**src/rtl/write_bram_pkg.sv**
```systemverilog
// Shared constants for the write_bram slice: input FIFO geometry.
package write_bram_pkg;

    localparam int FIFO_NUM_SLOTS     = 4;
    localparam int FIFO_LOG_NUM_SLOTS = 2;

endpackage : write_bram_pkg

```
**src/rtl/write_bram_fifo.sv**
```systemverilog
// Small power-of-two FIFO with first-word-fall-through head output.
// Handshake: a push is accepted when not full, or when full and popping in
// the same cycle; a pop is accepted when not empty. A push that arrives while
// full without a pop is dropped (upstream broke the avail contract).
module write_bram_fifo #(
    parameter int NUM_SLOTS     = 4,
    parameter int LOG_NUM_SLOTS = 2,
    parameter int DATA_WIDTH    = 8
) (
    input  logic                  clk,
    input  logic                  rst,
    input  logic                  push,
    input  logic                  pop,
    input  logic [DATA_WIDTH-1:0] data_in,
    output logic [DATA_WIDTH-1:0] head,
    output logic                  empty,
    output logic                  full,
    output logic                  almost_full
);

    localparam logic [LOG_NUM_SLOTS:0]   CNT_ONE  = (LOG_NUM_SLOTS+1)'(1);
    localparam logic [LOG_NUM_SLOTS:0]   CNT_FULL = (LOG_NUM_SLOTS+1)'(NUM_SLOTS);
    localparam logic [LOG_NUM_SLOTS:0]   CNT_AF   = (LOG_NUM_SLOTS+1)'(NUM_SLOTS - 1);
    localparam logic [LOG_NUM_SLOTS-1:0] PTR_ONE  = LOG_NUM_SLOTS'(1);

    logic [DATA_WIDTH-1:0]    mem [NUM_SLOTS];
    logic [LOG_NUM_SLOTS-1:0] wr_ptr;
    logic [LOG_NUM_SLOTS-1:0] rd_ptr;
    logic [LOG_NUM_SLOTS:0]   count;
    logic                     do_push;
    logic                     do_pop;

    assign empty       = (count == '0);
    assign full        = (count == CNT_FULL);
    assign almost_full = (count >= CNT_AF);
    assign do_pop      = pop & ~empty;
    assign do_push     = push & (~full | do_pop);
    assign head        = mem[rd_ptr];

    // Storage array, written on every accepted push.
    always_ff @(posedge clk) begin
        if (do_push) begin
            mem[wr_ptr] <= data_in;
        end
    end

    // Pointers and occupancy; pointers wrap naturally at NUM_SLOTS.
    always_ff @(posedge clk or negedge rst) begin
        if (!rst) begin
            wr_ptr <= '0;
            rd_ptr <= '0;
            count  <= '0;
        end else begin
            if (do_push) begin
                wr_ptr <= wr_ptr + PTR_ONE;
            end
            if (do_pop) begin
                rd_ptr <= rd_ptr + PTR_ONE;
            end
            case ({do_push, do_pop})
                2'b10:   count <= count + CNT_ONE;
                2'b01:   count <= count - CNT_ONE;
                default: count <= count;
            endcase
        end
    end

endmodule : write_bram_fifo

```
**src/rtl/write_bram.sv**
```systemverilog
// Buffers an upstream stream in a 4-slot FIFO and drains it into a block ram
// port, num_iters passes over num_writes_per_iter addresses from base_address.
// Handshake: upstream may raise valid_in only in a cycle where avail_out=1;
// the word is captured at that clock edge. The bram side has no back-pressure:
// write_out/address_out/data_out are a registered one-cycle write strobe.
module write_bram
    import write_bram_pkg::*;
#(
    parameter int    DATA_WIDTH              = 8,
    parameter int    LOG_MAX_ITERS           = 16,
    parameter int    LOG_MAX_WRITES_PER_ITER = 16,
    parameter int    LOG_MAX_ADDRESS         = 16,
    parameter string TYPE                    = "unspecified"
) (
    input  logic                               clk,
    input  logic                               rst,
    input  logic                               configure,
    input  logic [LOG_MAX_ITERS-1:0]           num_iters,
    input  logic [LOG_MAX_WRITES_PER_ITER-1:0] num_writes_per_iter,
    input  logic [LOG_MAX_ADDRESS-1:0]         base_address,
    input  logic                               valid_in,
    input  logic [DATA_WIDTH-1:0]              data_in,
    output logic                               avail_out,
    output logic                               write_out,
    output logic [LOG_MAX_ADDRESS-1:0]         address_out,
    output logic [DATA_WIDTH-1:0]              data_out,
    output logic                               done
);

    localparam logic [LOG_MAX_ITERS-1:0]           ITER_ONE  = LOG_MAX_ITERS'(1);
    localparam logic [LOG_MAX_WRITES_PER_ITER-1:0] WRITE_ONE = LOG_MAX_WRITES_PER_ITER'(1);
    localparam logic [LOG_MAX_ADDRESS-1:0]         ADDR_ONE  = LOG_MAX_ADDRESS'(1);

    logic                               enabled_r;
    logic [LOG_MAX_ITERS-1:0]           iters_r;
    logic [LOG_MAX_WRITES_PER_ITER-1:0] writes_r;
    logic [LOG_MAX_WRITES_PER_ITER-1:0] writes_copy_r;
    logic [LOG_MAX_ADDRESS-1:0]         addr_r;
    logic [LOG_MAX_ADDRESS-1:0]         base_copy_r;

    logic                  fifo_empty;
    logic                  fifo_full;
    logic                  fifo_almost_full;
    logic [DATA_WIDTH-1:0] fifo_head;
    logic                  pop;

    // Keep one slot of slack so an upstream that reacts a cycle late is safe.
    assign avail_out = ~fifo_full & ~fifo_almost_full;
    // A configure cycle never writes, so the new counters apply to the next pop.
    assign pop       = enabled_r & ~fifo_empty & ~configure;

    write_bram_fifo #(
        .NUM_SLOTS     (FIFO_NUM_SLOTS),
        .LOG_NUM_SLOTS (FIFO_LOG_NUM_SLOTS),
        .DATA_WIDTH    (DATA_WIDTH)
    ) fifo_in (
        .clk         (clk),
        .rst         (rst),
        .push        (valid_in),
        .pop         (pop),
        .data_in     (data_in),
        .head        (fifo_head),
        .empty       (fifo_empty),
        .full        (fifo_full),
        .almost_full (fifo_almost_full)
    );

    // Configuration load, address/iteration counters and the bram output register.
    always_ff @(posedge clk or negedge rst) begin
        if (!rst) begin
            enabled_r     <= 1'b0;
            iters_r       <= '0;
            writes_r      <= '0;
            writes_copy_r <= '0;
            addr_r        <= '0;
            base_copy_r   <= '0;
            write_out     <= 1'b0;
            address_out   <= '0;
            data_out      <= '0;
            done          <= 1'b0;
        end else begin
            write_out <= 1'b0;
            done      <= 1'b0;
            if (configure) begin
                iters_r       <= num_iters;
                writes_r      <= num_writes_per_iter;
                writes_copy_r <= num_writes_per_iter;
                addr_r        <= base_address;
                base_copy_r   <= base_address;
                // An empty pattern finishes immediately without enabling.
                if ((num_iters == '0) || (num_writes_per_iter == '0)) begin
                    enabled_r <= 1'b0;
                    done      <= 1'b1;
                end else begin
                    enabled_r <= 1'b1;
                end
            end else if (pop) begin
                write_out   <= 1'b1;
                address_out <= addr_r;
                data_out    <= fifo_head;
                if (writes_r == WRITE_ONE) begin
                    if (iters_r == ITER_ONE) begin
                        enabled_r <= 1'b0;
                        done      <= 1'b1;
                    end else begin
                        iters_r  <= iters_r - ITER_ONE;
                        writes_r <= writes_copy_r;
                        addr_r   <= base_copy_r;
                    end
                end else begin
                    writes_r <= writes_r - WRITE_ONE;
                    addr_r   <= addr_r + ADDR_ONE;
                end
            end
        end
    end

endmodule : write_bram

```
**config.mk**
```make
export PLATFORM = sky130hd
export DESIGN_NAME = write_bram
export DESIGN_NICKNAME = d
export VERILOG_FILES = /design/src/rtl/write_bram_pkg.sv /design/src/rtl/write_bram_fifo.sv /design/src/rtl/write_bram.sv
export SDC_FILE = /design/constraint.sdc
export NUM_CORES = 1
export LEC_CHECK = 0
export ABC_AREA = 1
export CAP_MARGIN = 20
export CORE_ASPECT_RATIO = 0.6
export CORE_MARGIN = 5
export CORE_UTILIZATION = 45
export DETAILED_ROUTE_END_ITERATION = 16
export GPL_TIMING_DRIVEN = 0
export PLACE_DENSITY = 0.8
export SYNTH_ARGS = -nofsm -noshare
export SYNTH_HDL_FRONTEND = slang
export SYNTH_SLANG_ARGS = --single-unit
```
**constraint.sdc**
```tcl
create_clock -name clk -period 2.23 [get_ports clk]
set_clock_uncertainty 0.2 [all_clocks]
set_input_delay 0.223 -clock clk [delete_from_list [all_inputs] [get_ports clk]]
set_output_delay 0.223 -clock clk [all_outputs]
set_load 0.1 [all_outputs]
```
* Yosys cells after proc, flatten, opt, wreduce, memory -nomap -nowiden
Memory sizes are Yosys's and may differ from the RTL's. A register that Yosys moved wholly into a read port is not among the register bits. Index checks and enable logic that the tools add are counted.
Cells by class: add/subtract/negate cells 7, magnitude comparators 1, eq/ne operators 7, muxes and demuxes 27, bitwise operators 10, reductions and logical operators 13
Operators by type and width (count):
- $mux 16 | 12
- $eq 16x1->1 const B | 2
- $logic_not 16->1 | 2
- $sub 16x1->16 const B | 2
- $add 16x1->16 const B | 1
- $mux 1 | 14
- $reduce_bool 2->1 | 4
- $pmux 3 s2 | 1
- $reduce_and 3->1 | 2
- $and 1x1->1 | 5
- $add 2x1->2 const B | 2
- $not 1->1 | 4
- $reduce_and 2->1 | 2
- $add 3x1->3 const B | 1
- $eq 3x3->1 const B | 1
- $ge 3x2->1 const B | 1
- $logic_not 3->1 | 1
- $ne 3x3->1 const B | 1
- $sub 3x1->3 const B | 1
- $eq 2x1->1 const B | 1
- $eq 2x2->1 const B | 1
- $ne 2x2->1 const B | 1
- $logic_not 1->1 | 1
- $logic_or 1x1->1 | 1
- $or 1x1->1 | 1
Storage, ports and cells: register bits after elaboration 106, RAM bits 32, input bits 60, word-level logic and storage cells 78, memories kept 1
Memories:
- fifo_in.mem | depth 4, bits a word 8, read ports 1, clocked after memory_dff 1, wr ports 1, RTL line write_bram_fifo.sv:26 | logic [DATA_WIDTH-1:0] mem [NUM_SLOTS];

* Logic depth before layout (Yosys ltp)
Gate-level depths: netlist of the first run.
word-level depth 9, gate-level depth with buffers 13

* Hierarchy
A second synthesis of the first run with hierarchy kept.
Second synthesis, totals: cell total of the unflattened synthesis 1018, area total of the unflattened synthesis 7701.1 um^2
By module, submodules not included:
- write_bram | instances 1, cells each 884, area an instance 6030.8 um^2, seq. area each 2677.6 um^2
- write_bram_fifo | instances 1, cells each 134, area an instance 1670.4 um^2, seq. area each 1136.1 um^2

* Worst setup path after synthesis of the first run
Ideal clock, no wire load.
kind flip-flop to flip-flop, start point reg fifo_in.count[0], end point reg fifo_in.count[2], setup time 131 ps, arrival time 1990 ps, required time 1899 ps, slack -91 ps, cell stages (with the launch flop) 12, path buffers 1, clock period less this slack 2321 ps, cells stage by stage dfrtp_1 -> inv_2 -> nand3_1 -> nand3_1 -> inv_2 -> clkbuf_1 -> ha_1 -> inv_1 -> fa_1 -> a21oi_1 -> o21ai_0 -> xor2_1
On the way: longest elaborated chain between the ends 9
RTL lines:
- start: declaration | RTL line write_bram_fifo.sv:29 | logic [LOG_NUM_SLOTS:0] count;
- start signal: assignment | RTL line write_bram_fifo.sv:61 | 2'b10: count <= count + CNT_ONE;
- start signal: assignment | RTL line write_bram_fifo.sv:62 | 2'b01: count <= count - CNT_ONE;
- start signal: assignment | RTL line write_bram_fifo.sv:63 | default: count <= count;
- $logic_not 3->1 (*) | RTL line write_bram_fifo.sv:33 | assign empty = (count == '0);
- $not 1->1 (*) | RTL line write_bram_fifo.sv:36, write_bram.sv:50
- $and 1x1->1 (2 in a row) | RTL line write_bram.sv:50 | assign pop = enabled_r & ~fifo_empty & ~configure;
- $and 1x1->1 (*) | RTL line write_bram_fifo.sv:36 | assign do_pop = pop & ~empty;
- via fifo_in.do_pop | RTL line write_bram_fifo.sv:31 | logic do_pop;
- $or 1x1->1 | RTL line write_bram_fifo.sv:37 | assign do_push = push & (~full | do_pop);
- $and 1x1->1 | RTL line write_bram_fifo.sv:37
- $eq 2x1->1 or $eq 2x2->1 (tied branches) | RTL line write_bram_fifo.sv:60 | case ({do_push, do_pop})
- $pmux 3 s2 or $reduce_bool 2->1 (tied branches)
The timed path passes the listed nets; every way through them passes the cells marked *. A chain may end at the register's enable or synchronous reset.

* Worst setup path in the final report of the first run
start point reg fifo_in.count[0], end point reg fifo_in.count[2]
On the way: longest elaborated chain between the ends 9
RTL lines (RTL line):
- $logic_not 3->1 | write_bram_fifo.sv:33
- $not 1->1 | write_bram_fifo.sv:36, write_bram.sv:50
- $and 1x1->1 (2 in a row) | write_bram.sv:50
- $and 1x1->1 | write_bram_fifo.sv:36
- $or 1x1->1 | write_bram_fifo.sv:37
- $and 1x1->1 | write_bram_fifo.sv:37
- $eq 2x1->1 or $eq 2x2->1 (tied branches) | write_bram_fifo.sv:60
- $pmux 3 s2 or $reduce_bool 2->1 (tied branches)
Parallel ways exist; a longest one is shown, timed or not.

==> reports/metrics.cfg, run 1 <==
[detailed_routing]
drt_pre_antenna_iters = 5
viasPerCell = 5.25
detail-route-antenna-nets = 0
drt_iter0_markers = 665
wl_per_cell_um = 15.7
num_vias = 7169
wl_mm = 21.4
drc = 0

[sta]
post-route-period-util_pct = 99.8
finalSetupViolations = 0
worst_pin_slew_ns = 1.01
final-hold-violation-count = 0
relative_slew_slack_pct = 33.2
slew_viol_final = 0
period_minus_slack_ns = 2.22
setup_repair_after_global_routing_missed_its_margin = true
fmaxAchievable_ghz = 0.449
hold-worst-slack_ns = 0.0912

[pwr]
p_per_area_mw_per_mm2 = 1300
vdd_drop_max_uv = 481
static-leakage-power_uw = 0.00457

[critical_path]
timing.critical_path.cells = inv_2, nand3_4, nand3_4, inv_4, o21ai_4, ha_1, inv_1, fa_2, a21oi_1, o21ai_1, xor2_1
cp-start-kind = flop
critical_path_peak_fanout = 3
crit_arrival_ns = 2.33
critPathMaxStageDelay_ns = 0.41
cp_slowest_cell = dfrtp_1
setup.worst_path.end_class = flop
timing.critical_path.mode_cell = nand3_4
critical_path_data_required_time_ns = 2.33
crit_type = reg -> reg

[cts]
clock_insertion_delay_worst_skew_ns = 0.43
cts_buffers = 17
tritoncts = built
tritoncts_num_sinks = 146
root_buffer = clkbuf_16
clk_transition_reported_paths_ns = 0.06
clock_tree.htree_level_count = 4
ctsLongestPathBuffers = 2

[logic_synthesis]
yosys_cell_types = 34
synthDominantCellAreaShare_pct = 37.2
syn-mean-instance-area_um2 = 7.60
synth.yosys.seq_area_share_pct = 49.8
synth_top_cell_by_area = dfrtp_1
ys_ff_latch = 146
warnings_synthesis = 0
mappedNetlistNets = 1080
syn_std_cell_area_mm2 = 0.00766
synth_cells = 1009
main_area_contributors_after_synthesis = dfrtp_1 37%, nand2_1 19%, edfxtp_1 13%

[placement]
placement.io_buffers = 85
placed_cells_incl_taps = 1329
routabilityCongestion = 0.946
dp_hpwl_mm = 15.7

[grt]
grt_first_pass_wirelength_mm = 34.6
grt_start_max_net_pins = 72
first_global_vias = 6811
global_route.overflow_total = 0
grt_antenna_before_repair = 0
grtUsageTotal_pct = 21.9

[die]
io_pins = 87
row_count = 37
core_area_mm2 = 0.0169
floorplan.initialDensity_pct = 45.2
floorplan.die.height_um = 111
floorplan.die.width_um = 178
floorplan.die_area_mm2 = 0.0198

[min_path]
worst_hold_path_type = in -> async

[layout]
fin_nets = 1189
drive_gt1_share_pct = 7.69
layout.cells.non_filler = 1365
antennaDiodeCount = 0
layout_commonest_cell = nand2_1
area.growth.synth_to_final_pct = 24.1
final.fill_count = 1553
final_cell_mix = 391 x nand2_1, 114 x dfrtp_1, 93 x nor2_1

[status]
outcome = finished, final reports clean

[flow_run]
max_cap_viol_count = 0

==> worst max-delay path: cells and delay by family (launching register included) <==
family	cells	cell delay, ns
buffers and inverters	3	0.25
adder cells (fa/ha/maj)	2	0.50
AO/OA/AOI/OAI	3	0.40
AND/OR/NAND/NOR	2	0.21
flip-flops	1	0.41
XOR/XNOR	1	0.15
==> area by class of cell <==
type,instances,area [µm²],share of cell area (%)
clock inverter,15,161,1.70
clock buffer,17,425,4.47
timing repair buffer,91,888,9.34
multi-input combinational,738,3410,35.8
tap,234,293,3.08
buffer,37,190,2.00
inverter,87,333,3.50
sequential,146,3810,40.1
==> through the flow <==
| step | utilization [%] | power (µW) | worst slack (ns) | setup TNS (ns) | area [µm²] |
|---|---|---|---|---|---|
| after floorplan | - | 7960 | -0.0843 | -0.163 | 7670 |
| after global placement | 52.0 | 9320 | -3.74 | -427.30 | 8810 |
| after detailed placement | 52.2 | 9480 | -0.436 | -2.90 | 8840 |
| after CTS | 55.9 | 12300 | 0.00233 | 0 | 9470 |
| after global routing | 56.2 | 13100 | -0.0829 | -0.0958 | 9520 |
| final | 56.2 | 12400 | 0.00530 | 0 | 9520 |
==> state kept, by name, indices dropped and copies added (netlist names) <==
signal	count
addr_r	16
address_out	16
base_copy_r	16
data_out	8
done	1
enabled_r	1
fifo_in.count	3
fifo_in.mem	32
fifo_in.rd_ptr	2
fifo_in.wr_ptr	2
iters_r	16
write_out	1
writes_copy_r	16
writes_r	16
==> cells by family (layout without fill, tap and decap cells) <==
group                    count (synthesis)  in the layout  share of synthesized area, %
XOR/XNOR                                13             13                          1.49
AND/OR/NAND/NOR                        587            587                          31.2
flip-flops                             146            146                          49.8
AO/OA/AOI/OAI                          127            127                          9.04
adder cells (fa/ha/maj)                 11             11                          1.89
buffers and inverters                  125            247                          6.66
==> worst paths after layout <==
path | to | slack, ns | cells past startpoint | from
worst max register to register | fifo_in.count[2] | 0.005 | 11 | fifo_in.count[0]
worst min register to register | base_copy_r[6] | 0.27 | 2 | base_copy_r[6]
worst max-delay path | fifo_in.count[2] | 0.005 | 11 | fifo_in.count[0]
max in group asynchronous | writes_copy_r[10] | 1.03 | 3 | rst
worst min-delay path | data_out[1] | 0.09 | 2 | rst
min in group clk | base_copy_r[3] | 0.12 | 4 | configure
==> timing repair <==
item                       in CTS  in global routing
gates resized for setup        43                 10
setup endpoints to repair      61                 47
hold buffers                    1                  0
hold endpoints to repair      114                  0
pin swaps                       1                  1
buffers inserted                2                  2
==> layer usage <==
metal | track usage [%] | wire length, µm | vias to the layer above
met4 | 5.57 | 293 | 0
met1 | 34.7 | 10400 | 3345
met3 | 3.92 | 1890 | 32
li1 | - | - | 3454
met5 | 0 | 0 | -
met2 | 30.6 | 8860 | 338
==> power breakdown <==
group / internal, µW / total (µW) / switching (µW)
clock network: 1590 / 2890 / 1300
logic: 1400 / 5270 / 3870
registers: 3520 / 4240 / 718
==> Yosys cell counts, drive strengths merged <==
cell type,instances
nand3b,5
and2,1
inv,86
ha,10
fa,1
dfrtp,114
nand3,62
buf,20
xnor2,5
or2,1
o211ai,7
a21oi,7
nor3,3
o21bai,1
o21ai,104
nand2,393
o32ai,8
nor4,8
xor2,8
nor2,107
edfxtp,32
nand4,7
clkinv,1
clkbuf,18
Power figures use the tool's default switching activity.
==> run 2: changes to the inputs <==
Settings changed: CTS_CLUSTER_DIAMETER set to 200.
==> results of run 2 <==
Same layout as run 1: the final DEF is identical, and so are final timing and power.
